[config.mk]
export PLATFORM = sky130hd
export DESIGN_NAME = sqrt_prenorm_flat
export DESIGN_NICKNAME = d
export VERILOG_FILES = /design/src/rtl/sqrt_prenorm_pkg.sv /design/src/rtl/sqrt_prenorm_if.sv /design/src/rtl/sqrt_prenorm_lzc_even.sv /design/src/rtl/sqrt_prenorm.sv /design/src/flat_wrapper.sv
export SDC_FILE = /design/constraint.sdc
export NUM_CORES = 1
export LEC_CHECK = 0
export CAP_MARGIN = 20
export CORE_MARGIN = 2
export CORE_UTILIZATION = 29
export DETAILED_ROUTE_END_ITERATION = 7
export SYNTH_ARGS = -nofsm -noshare
export SYNTH_HDL_FRONTEND = slang
export SYNTH_SLANG_ARGS = --single-unit
[constraint.sdc]
create_clock -name clk -period 13.2 [get_ports clk]
set_input_delay 2.64 -clock clk [delete_from_list [all_inputs] [get_ports clk]]
set_output_delay 2.64 -clock clk [all_outputs]
set_load 0.01 [all_outputs]
[src/rtl/sqrt_prenorm_pkg.sv]
// Shared constants and helpers for the sqrt pre-normaliser and its neighbours
// in the DoA vector chain.
package sqrt_prenorm_pkg;

    // Default widths of the stage as used in the DoA chain.
    localparam int DIN_WIDTH_DEF  = 16;
    localparam int DIN_POINT_DEF  = 15;
    localparam int DOUT_WIDTH_DEF = 16;
    localparam int EXP_WIDTH_DEF  = 5;

    // Power word width: re^2 + im^2 needs twice the input width.
    localparam int P_DEF = 2 * DIN_WIDTH_DEF;

    // Power word at default widths, handy for neighbouring blocks and models.
    typedef logic [P_DEF-1:0] power_t;

    // Bits needed to encode values 0 .. value-1 (ceil(log2(value))).
    function automatic int clog2(input int value);
        int bits;
        int rem;
        bits = 0;
        rem  = value - 1;
        for (int i = 0; i < 32; i++) begin
            if (rem > 0) begin
                bits = bits + 1;
                rem  = rem >> 1;
            end else begin
                bits = bits;
            end
        end
        return bits;
    endfunction

endpackage

[src/rtl/sqrt_prenorm_if.sv]
// Sample-in / normalised-power-out bundle of the sqrt pre-normaliser.
// The master side sources samples; the slave side is the normaliser itself.
interface sqrt_prenorm_if
    import sqrt_prenorm_pkg::*;
#(
    parameter int DIN_WIDTH  = DIN_WIDTH_DEF,
    parameter int DOUT_WIDTH = DOUT_WIDTH_DEF,
    parameter int EXP_WIDTH  = EXP_WIDTH_DEF
) ();

    logic signed [DIN_WIDTH-1:0]  din_re;
    logic signed [DIN_WIDTH-1:0]  din_im;
    logic                         din_valid;
    logic        [DOUT_WIDTH-1:0] dout;
    logic        [EXP_WIDTH-1:0]  dout_exp;
    logic                         dout_zero;
    logic                         dout_valid;

    modport master (
        output din_re,
        output din_im,
        output din_valid,
        input  dout,
        input  dout_exp,
        input  dout_zero,
        input  dout_valid
    );

    modport slave (
        input  din_re,
        input  din_im,
        input  din_valid,
        output dout,
        output dout_exp,
        output dout_zero,
        output dout_valid
    );

endinterface

[src/rtl/sqrt_prenorm_lzc_even.sv]
// Combinational leading-zero count over a W-bit word, rounded down to an
// even value so that a left shift by the result is a whole power of four.
// An all-zero word yields W (rounded down to even).
module sqrt_prenorm_lzc_even
    import sqrt_prenorm_pkg::*;
#(
    parameter  int W   = P_DEF,
    localparam int SHW = clog2(W + 1)
) (
    input  logic [W-1:0]   data_i,
    output logic [SHW-1:0] shift_o
);

    logic [SHW-1:0] lzc_s;

    // Scan upward so the highest set bit is the last one to set the count.
    always_comb begin
        lzc_s = SHW'(W);
        for (int i = 0; i < W; i++) begin
            lzc_s = data_i[i] ? SHW'(W - 1 - i) : lzc_s;
        end
    end

    // Clearing the LSB keeps the shift even; the exponent is then shift/2.
    assign shift_o = lzc_s & ~SHW'(1);

endmodule

[src/rtl/sqrt_prenorm.sv]
// Sqrt pre-normaliser: computes re^2+im^2, normalises it by an even left
// shift so the leading one sits in the top two bits, and emits the top
// DOUT_WIDTH bits as the sqrt ROM address plus a half-shift exponent.
// Five-stage pipeline, one sample per cycle, no backpressure.
module sqrt_prenorm
    import sqrt_prenorm_pkg::*;
#(
    parameter int DIN_WIDTH  = DIN_WIDTH_DEF,
    parameter int DIN_POINT  = DIN_POINT_DEF,
    parameter int DOUT_WIDTH = DOUT_WIDTH_DEF,
    parameter int EXP_WIDTH  = EXP_WIDTH_DEF
) (
    input  logic          clk,
    input  logic          rst_n,
    sqrt_prenorm_if.slave bus
);

    localparam int P   = 2 * DIN_WIDTH;
    localparam int SHW = clog2(P + 1);
    // Fractional bits of the power word; the downstream ROM scaling uses it.
    localparam int POWER_POINT = 2 * DIN_POINT;

    // Stage 1: captured inputs.
    logic signed [DIN_WIDTH-1:0] re_q,  re_d;
    logic signed [DIN_WIDTH-1:0] im_q,  im_d;
    logic                        v1_q,  v1_d;
    // Stage 2: squares.
    logic [P-1:0]                sq_re_q, sq_re_d;
    logic [P-1:0]                sq_im_q, sq_im_d;
    logic                        v2_q,  v2_d;
    // Stage 3: power.
    logic [P-1:0]                sum_q, sum_d;
    logic                        v3_q,  v3_d;
    // Stage 4: power and its even normalising shift.
    logic [P-1:0]                sum4_q, sum4_d;
    logic [SHW-1:0]              shift_q, shift_d;
    logic                        v4_q,  v4_d;
    // Stage 5: outputs.
    logic [DOUT_WIDTH-1:0]       dout_q, dout_d;
    logic [EXP_WIDTH-1:0]        exp_q, exp_d;
    logic                        zero_q, zero_d;
    logic                        v5_q,  v5_d;

    logic signed [P-1:0]         re_ext_s;
    logic signed [P-1:0]         im_ext_s;
    logic [SHW-1:0]              lzc_shift_s;
    logic [P-1:0]                norm_s;

    sqrt_prenorm_lzc_even #(
        .W (P)
    ) u_lzc (
        .data_i  (sum_q),
        .shift_o (lzc_shift_s)
    );

    // Next-state of every pipeline stage; invalid samples flow through too.
    always_comb begin
        re_d     = bus.din_re;
        im_d     = bus.din_im;
        v1_d     = bus.din_valid;

        // Sign-extend before multiplying so the square is formed at full width;
        // (-2^(N-1))^2 is positive and still fits.
        re_ext_s = P'(re_q);
        im_ext_s = P'(im_q);
        sq_re_d  = $unsigned(re_ext_s * re_ext_s);
        sq_im_d  = $unsigned(im_ext_s * im_ext_s);
        v2_d     = v1_q;

        // Maximum sum is 2^(P-1), so the P-bit add never wraps.
        sum_d    = sq_re_q + sq_im_q;
        v3_d     = v2_q;

        sum4_d   = sum_q;
        shift_d  = lzc_shift_s;
        v4_d     = v3_q;

        // A shift of P clears the word, which gives dout=0 for zero power.
        norm_s   = sum4_q << shift_q;
        dout_d   = DOUT_WIDTH'(norm_s >> (P - DOUT_WIDTH));
        exp_d    = EXP_WIDTH'(shift_q >> 1);
        zero_d   = (sum4_q == {P{1'b0}});
        v5_d     = v4_q;
    end

    // Pipeline registers; reset discards every in-flight sample.
    always_ff @(posedge clk or negedge rst_n) begin
        if (!rst_n) begin
            re_q    <= '0;
            im_q    <= '0;
            v1_q    <= 1'b0;
            sq_re_q <= '0;
            sq_im_q <= '0;
            v2_q    <= 1'b0;
            sum_q   <= '0;
            v3_q    <= 1'b0;
            sum4_q  <= '0;
            shift_q <= '0;
            v4_q    <= 1'b0;
            dout_q  <= '0;
            exp_q   <= '0;
            zero_q  <= 1'b0;
            v5_q    <= 1'b0;
        end else begin
            re_q    <= re_d;
            im_q    <= im_d;
            v1_q    <= v1_d;
            sq_re_q <= sq_re_d;
            sq_im_q <= sq_im_d;
            v2_q    <= v2_d;
            sum_q   <= sum_d;
            v3_q    <= v3_d;
            sum4_q  <= sum4_d;
            shift_q <= shift_d;
            v4_q    <= v4_d;
            dout_q  <= dout_d;
            exp_q   <= exp_d;
            zero_q  <= zero_d;
            v5_q    <= v5_d;
        end
    end

    assign bus.dout       = dout_q;
    assign bus.dout_exp   = exp_q;
    assign bus.dout_zero  = zero_q;
    assign bus.dout_valid = v5_q;

endmodule
[src/flat_wrapper.sv]
// flat-port wrapper written by rule: the top's interface ports become plain ports
module sqrt_prenorm_flat import sqrt_prenorm_pkg::*;
#(
    parameter int DIN_WIDTH  = DIN_WIDTH_DEF,
    parameter int DIN_POINT  = DIN_POINT_DEF,
    parameter int DOUT_WIDTH = DOUT_WIDTH_DEF,
    parameter int EXP_WIDTH  = EXP_WIDTH_DEF
)
  (clk, rst_n, bus_din_re, bus_din_im, bus_din_valid, bus_dout, bus_dout_exp, bus_dout_zero, bus_dout_valid);
  sqrt_prenorm_if #(.DIN_WIDTH(DIN_WIDTH), .DOUT_WIDTH(DOUT_WIDTH), .EXP_WIDTH(EXP_WIDTH)) bus_i ();
  input  logic clk;
  input  logic rst_n;
  input wire logic [$bits(bus_i.din_re)-1:0] bus_din_re;
  input wire logic [$bits(bus_i.din_im)-1:0] bus_din_im;
  input wire logic [$bits(bus_i.din_valid)-1:0] bus_din_valid;
  output wire logic [$bits(bus_i.dout)-1:0] bus_dout;
  output wire logic [$bits(bus_i.dout_exp)-1:0] bus_dout_exp;
  output wire logic [$bits(bus_i.dout_zero)-1:0] bus_dout_zero;
  output wire logic [$bits(bus_i.dout_valid)-1:0] bus_dout_valid;
  assign bus_i.din_re = bus_din_re;
  assign bus_i.din_im = bus_din_im;
  assign bus_i.din_valid = bus_din_valid;
  assign bus_dout = bus_i.dout;
  assign bus_dout_exp = bus_i.dout_exp;
  assign bus_dout_zero = bus_i.dout_zero;
  assign bus_dout_valid = bus_i.dout_valid;
  sqrt_prenorm #(.DIN_WIDTH(DIN_WIDTH), .DIN_POINT(DIN_POINT), .DOUT_WIDTH(DOUT_WIDTH), .EXP_WIDTH(EXP_WIDTH)) u_core (.clk(clk), .rst_n(rst_n), .bus(bus_i));
endmodule
---- Word level (Yosys, flattened, before mapping) ----
Index checks and enable logic that the tools add are counted.
storage, ports and cells
  flip-flop bits (word level) ............. 192
  logic and storage cells ................. 52
  output and inout port bits .............. 23
operators by class
  reduce and logical (&&, ||, !) cells .... 1
  multiply operators ...................... 2
  shift-type cells ........................ 1
  mux-type cells .......................... 32
  $add $sub $neg .......................... 1
operators by type and width
  kind                          number
  two-way mux 6 bit             32
  multiplier 16 x 16 -> 32 bit  2
  adder 32 bit                  1
  zero test 32 bit              1
  left shift 32 x 6 -> 32 bit   1

---- Logic depth before layout (Yosys ltp) ----
  word-level depth ........................ 32
  mapped depth ............................ 27

---- Modules after synthesis ----
A second synthesis with hierarchy kept.
unflattened totals
  cell total of the unflattened synthesis .. 2589
  area total of the unflattened synthesis .. 25846.0 sq um
by module, submodules not included
  module                 cells each  area an instance (sq um)  times used  seq. area each (sq um)
  sqrt_prenorm           2543        25585.8                   1           4779.6
  sqrt_prenorm_lzc_even  46          260.2                     1           0.0

---- Worst setup path before layout ----
Ideal clock, no wire load.
  kind .................................... flip-flop to flip-flop
  from .................................... register u_core.im_q[15]
  to ...................................... register u_core.sq_im_q[30]
  setup slack ............................. 6930 ps
  buffers on the path ..................... 2
  stages on the path, launching flop included .. 25
  data required time ...................... 13078 ps
  clock period less this slack ............ 6270 ps
  data arrival time ....................... 6148 ps
  cells stage by stage .................... dfrtp_1 > clkbuf_1 > inv_1 > clkbuf_1 > nor2_1 > fa_1 > inv_1 > fa_1 > inv_1 > fa_1 > fa_1 > fa_1 > inv_1 > fa_1 > inv_1 > ha_1 > a21o_1 > a21o_1 > a21o_1 > a21oi_1 > o21ai_0 > a31o_1 > a211o_1 > o31a_1 > xor2_1
between the ends
  word-level cells in the longest chain between the ends .. 1
RTL lines
  item                          RTL line             RTL
  start, declared               sqrt_prenorm.sv:25   logic signed [DIN_WIDTH-1:0] im_q, im_d;
  start signal, assigned        sqrt_prenorm.sv:106  im_q <= im_d;
  multiplier 16 x 16 -> 32 bit  sqrt_prenorm.sv:67   sq_im_d = $unsigned(im_ext_s * im_ext_s);
  named net u_core.sq_im_d[30]  sqrt_prenorm.sv:29   logic [P-1:0] sq_im_q, sq_im_d;
  end signal, assigned          sqrt_prenorm.sv:109  sq_im_q <= sq_im_d;
  end, declared                 sqrt_prenorm.sv:29
The timed path passes the listed nets, and every way through them passes these cells.

---- Final worst setup path ----
  from .................................... register u_core.im_q[15]
  to ...................................... register u_core.sq_im_q[31]
Same word-level chain as after synthesis.

==> results.py <==
metrics = {
    "critical_path": {
        "critPathKind": "register to register",
        "endpoint_kind": "register",
        "worstPathArrival_ps": 7420,
        "max_stage_delay_ps": 760,
        "crit_chain": "inv_1 -> nor2_1 -> fa_1 -> fa_1 -> inv_1 -> fa_1 -> inv_1 -> fa_1 -> inv_1 -> fa_1 -> inv_1 -> fa_1 -> ha_1 -> a21o_1 -> a21oi_1 -> o21ai_0 -> a31o_1 -> a2111oi_0 -> o21bai_1 -> a21oi_1 -> xnor2_1",
        "crit_path_frequent_cell": "fa_1",
        "ff2ff_setup_slack_ps": 6200,
        "path_max_fanout": 19,
        "r2r_start": "u_core.im_q[15]",
        "slowest_stage": "fa_1",
        "crit_start": "u_core.im_q[15]",
        "cp-start-kind": "register",
        "crit_required_ps": 13620,
    },
    "placement": {
        "dp_hpwl_microns": 41400,
        "portBuffers": 57,
        "globalplace.congestion": 0.826,
    },
    "final_layout": {
        "fill_cells": 8742,
        "n_antenna_cell": 0,
        "syn2layout_area_growth_pct": 10.0,
        "drive_gt1_frac": 0.0272,
        "final_net_count": 3204,
        "fin_util": 0.322,
    },
    "die": {
        "placementRows": 107,
        "core_sq_um": 85100,
        "ioPinCount": 58,
        "die_y_microns": 297,
        "initial_core_util": 0.293,
        "die_w_microns": 297,
        "dieArea_sq_um": 88400,
    },
    "sta": {
        "maxSlewViolCount": 0,
        "setup_viol": 0,
        "period_minus_slack_ps": 7000,
        "fin_crit_sh": 0.531,
        "finClkSkew_ps": 22.3,
        "fmaxAchievable_mhz": 143,
        "max_slew_margin": 0.394,
        "tightest_slew_ps": 908,
        "timing.final.hold_violations": 0,
        "rsz0062_at_grt": "false",
        "fin_setup_tns_ps": 0,
        "worst_hold_slack_ps": 354,
    },
    "detailed_routing": {
        "wl_microns": 49600,
        "wl_per_cell_microns": 13.6,
        "vias": 15800,
        "drtPass1Iterations": 5,
        "drt-initial-drc-count": 521,
        "drc": 0,
        "viasPerCell": 4.33,
        "drtAntennaViolNets": 0,
    },
    "logic_synthesis": {
        "synthFlopType": "dfrtp_1",
        "synthArstFlopShare": 1.00,
        "synth_enable_flop_cells": 0,
        "yosysSeqAreaShare": 0.191,
        "synth_common_cells": "inv_1, fa_1, ha_1, dfrtp_1, nand2_1",
        "yosys-top-cells-area": "fa_1, dfrtp_1, ha_1, inv_1, xnor2_1",
        "synth_top_area_share": 0.387,
        "syn_area_per_cell_sq_um": 10.1,
        "synth_nets": 3182,
        "synth-seq-cells": 190,
        "synthCells": 2466,
        "synth_area_sq_um": 25000,
        "synth_warnings": 0,
        "synth_cell_types": 59,
        "post-synth-top-count-cell": "inv_1",
        "synth_top_cell_by_area": "fa_1",
    },
    "global_routing": {
        "globalRouteTotalUtil": 0.122,
        "antenna_found_initial": 0,
        "overflow": 0,
        "grt_pass1_wl_microns": 86900,
        "grt_pass1_vias": 17600,
        "grt_max_degree": 108,
    },
    "clock_tree": {
        "ctsResizeCount": 0,
        "cts_hold_buf": 0,
        "post-cts-setup-buffers": 0,
        "htreeDepth": 4,
        "cts.clk_slew.worst_paths_ps": 100,
        "cts_tree": "done",
        "clockBufferDepth": 2,
        "insertion_delay_ps": 500,
        "cts_num_sinks": 190,
        "cts_buffers": 17,
        "root_buffer": "clkbuf_16",
    },
    "hold_path": {
        "min-delay-start": "u_core.v2_q",
        "min_path_type": "register to register",
    },
    "flow_run": {
        "max_cap_viol_count": 0,
    },
    "run_status": {
        "status": "finished clean",
    },
}
[layout by cell type, fill, tap and decap left out, drive strengths merged, types with 24 or more instances in the layout]
cell type / netlist / routed
a21o: 27 / 27
xnor2: 81 / 81
inv: 653 / 662
dfrtp: 190 / 190
a211oi: 37 / 37
ha: 199 / 199
and2: 90 / 90
clkdlybuf4s50: 0 / 56
xor2: 24 / 24
nor2: 122 / 122
fa: 482 / 482
nand2: 176 / 176
o21ai: 41 / 41
a21oi: 77 / 77
[per-stage QoR]
step	std cells	area, sq um	worst slack, ps
CTS	3644	27400	6160
global route	3645	27400	5590
detailed placement	3612	26800	6210
finish	3645	27400	6200
global placement	3612	26800	6240
floorplan	2466	25000	6930
[flip-flops by register name, summed over array words and instances (netlist names)]
signal,count
u_core.sq_re_q,31
u_core.bus.dout_zero,1
u_core.v3_q,1
u_core.sq_im_q,31
u_core.sum4_d,32
u_core.v1_q,1
u_core.shift_q,5
u_core.bus.dout_valid,1
u_core.sum4_q,32
u_core.v4_q,1
u_core.bus.dout_exp,5
u_core.im_q,16
u_core.re_q,16
u_core.v2_q,1
u_core.bus.dout,16
[path summary, 6_finish.rpt]
| check | end | cells after the start |
|---|---|---|
| worst max-delay path | u_core.sq_im_q[31] | 21 |
| worst min-delay path | u_core.v3_q | 0 |
| worst max register to register | u_core.sq_im_q[31] | 21 |
| worst min register to register | u_core.v3_q | 0 |
| max in group asynchronous | u_core.sq_re_q[26] | 3 |
| min in group asynchronous | u_core.sum4_d[0] | 1 |
[logic make-up (layout without fill, tap and decap cells)]
| family | Yosys count | in the layout | synth area share |
|---|---|---|---|
| XOR/XNOR | 105 | 105 | 0.0369 |
| multiplexers | 31 | 31 | 0.0172 |
| buffers and inverters | 712 | 747 | 0.107 |
| AO/OA/AOI/OAI | 250 | 250 | 0.0681 |
| flip-flops | 190 | 190 | 0.191 |
| adder cells (fa/ha/maj) | 681 | 681 | 0.487 |
| AND/OR/NAND/NOR | 497 | 497 | 0.0936 |
[per-layer routing]
metal	vias to the layer above	GRT usage	part of all wire
met5	-	0	0
met2	181	0.220	0.53
met1	8034	0.151	0.42
met4	0	0.0358	0.023
li1	7505	-	-
met3	64	0.0160	0.024
[area by class of cell]
type                       instances  area (sq um)  share of cell area
sequential                       190          4750               0.173
multi-input combinational       1564         17500               0.638
clock inverter                    15           239             0.00871
tap                             1144          1430              0.0521
timing repair buffer              61           624              0.0227
inverter                         654          2450              0.0894
clock buffer                      17           425              0.0155
[critical path: cells and delay by family, from the launching register on]
kind                     cells  cell delay, ps
buffers and inverters        5             720
XOR/XNOR                     1             140
AO/OA/AOI/OAI                7            1490
AND/OR/NAND/NOR              1             240
adder cells (fa/ha/maj)      7            3580
flip-flops                   1             750
Power is not shown: default switching activity piles up to over one toggle a cycle in this logic, so the estimate is an artifact.
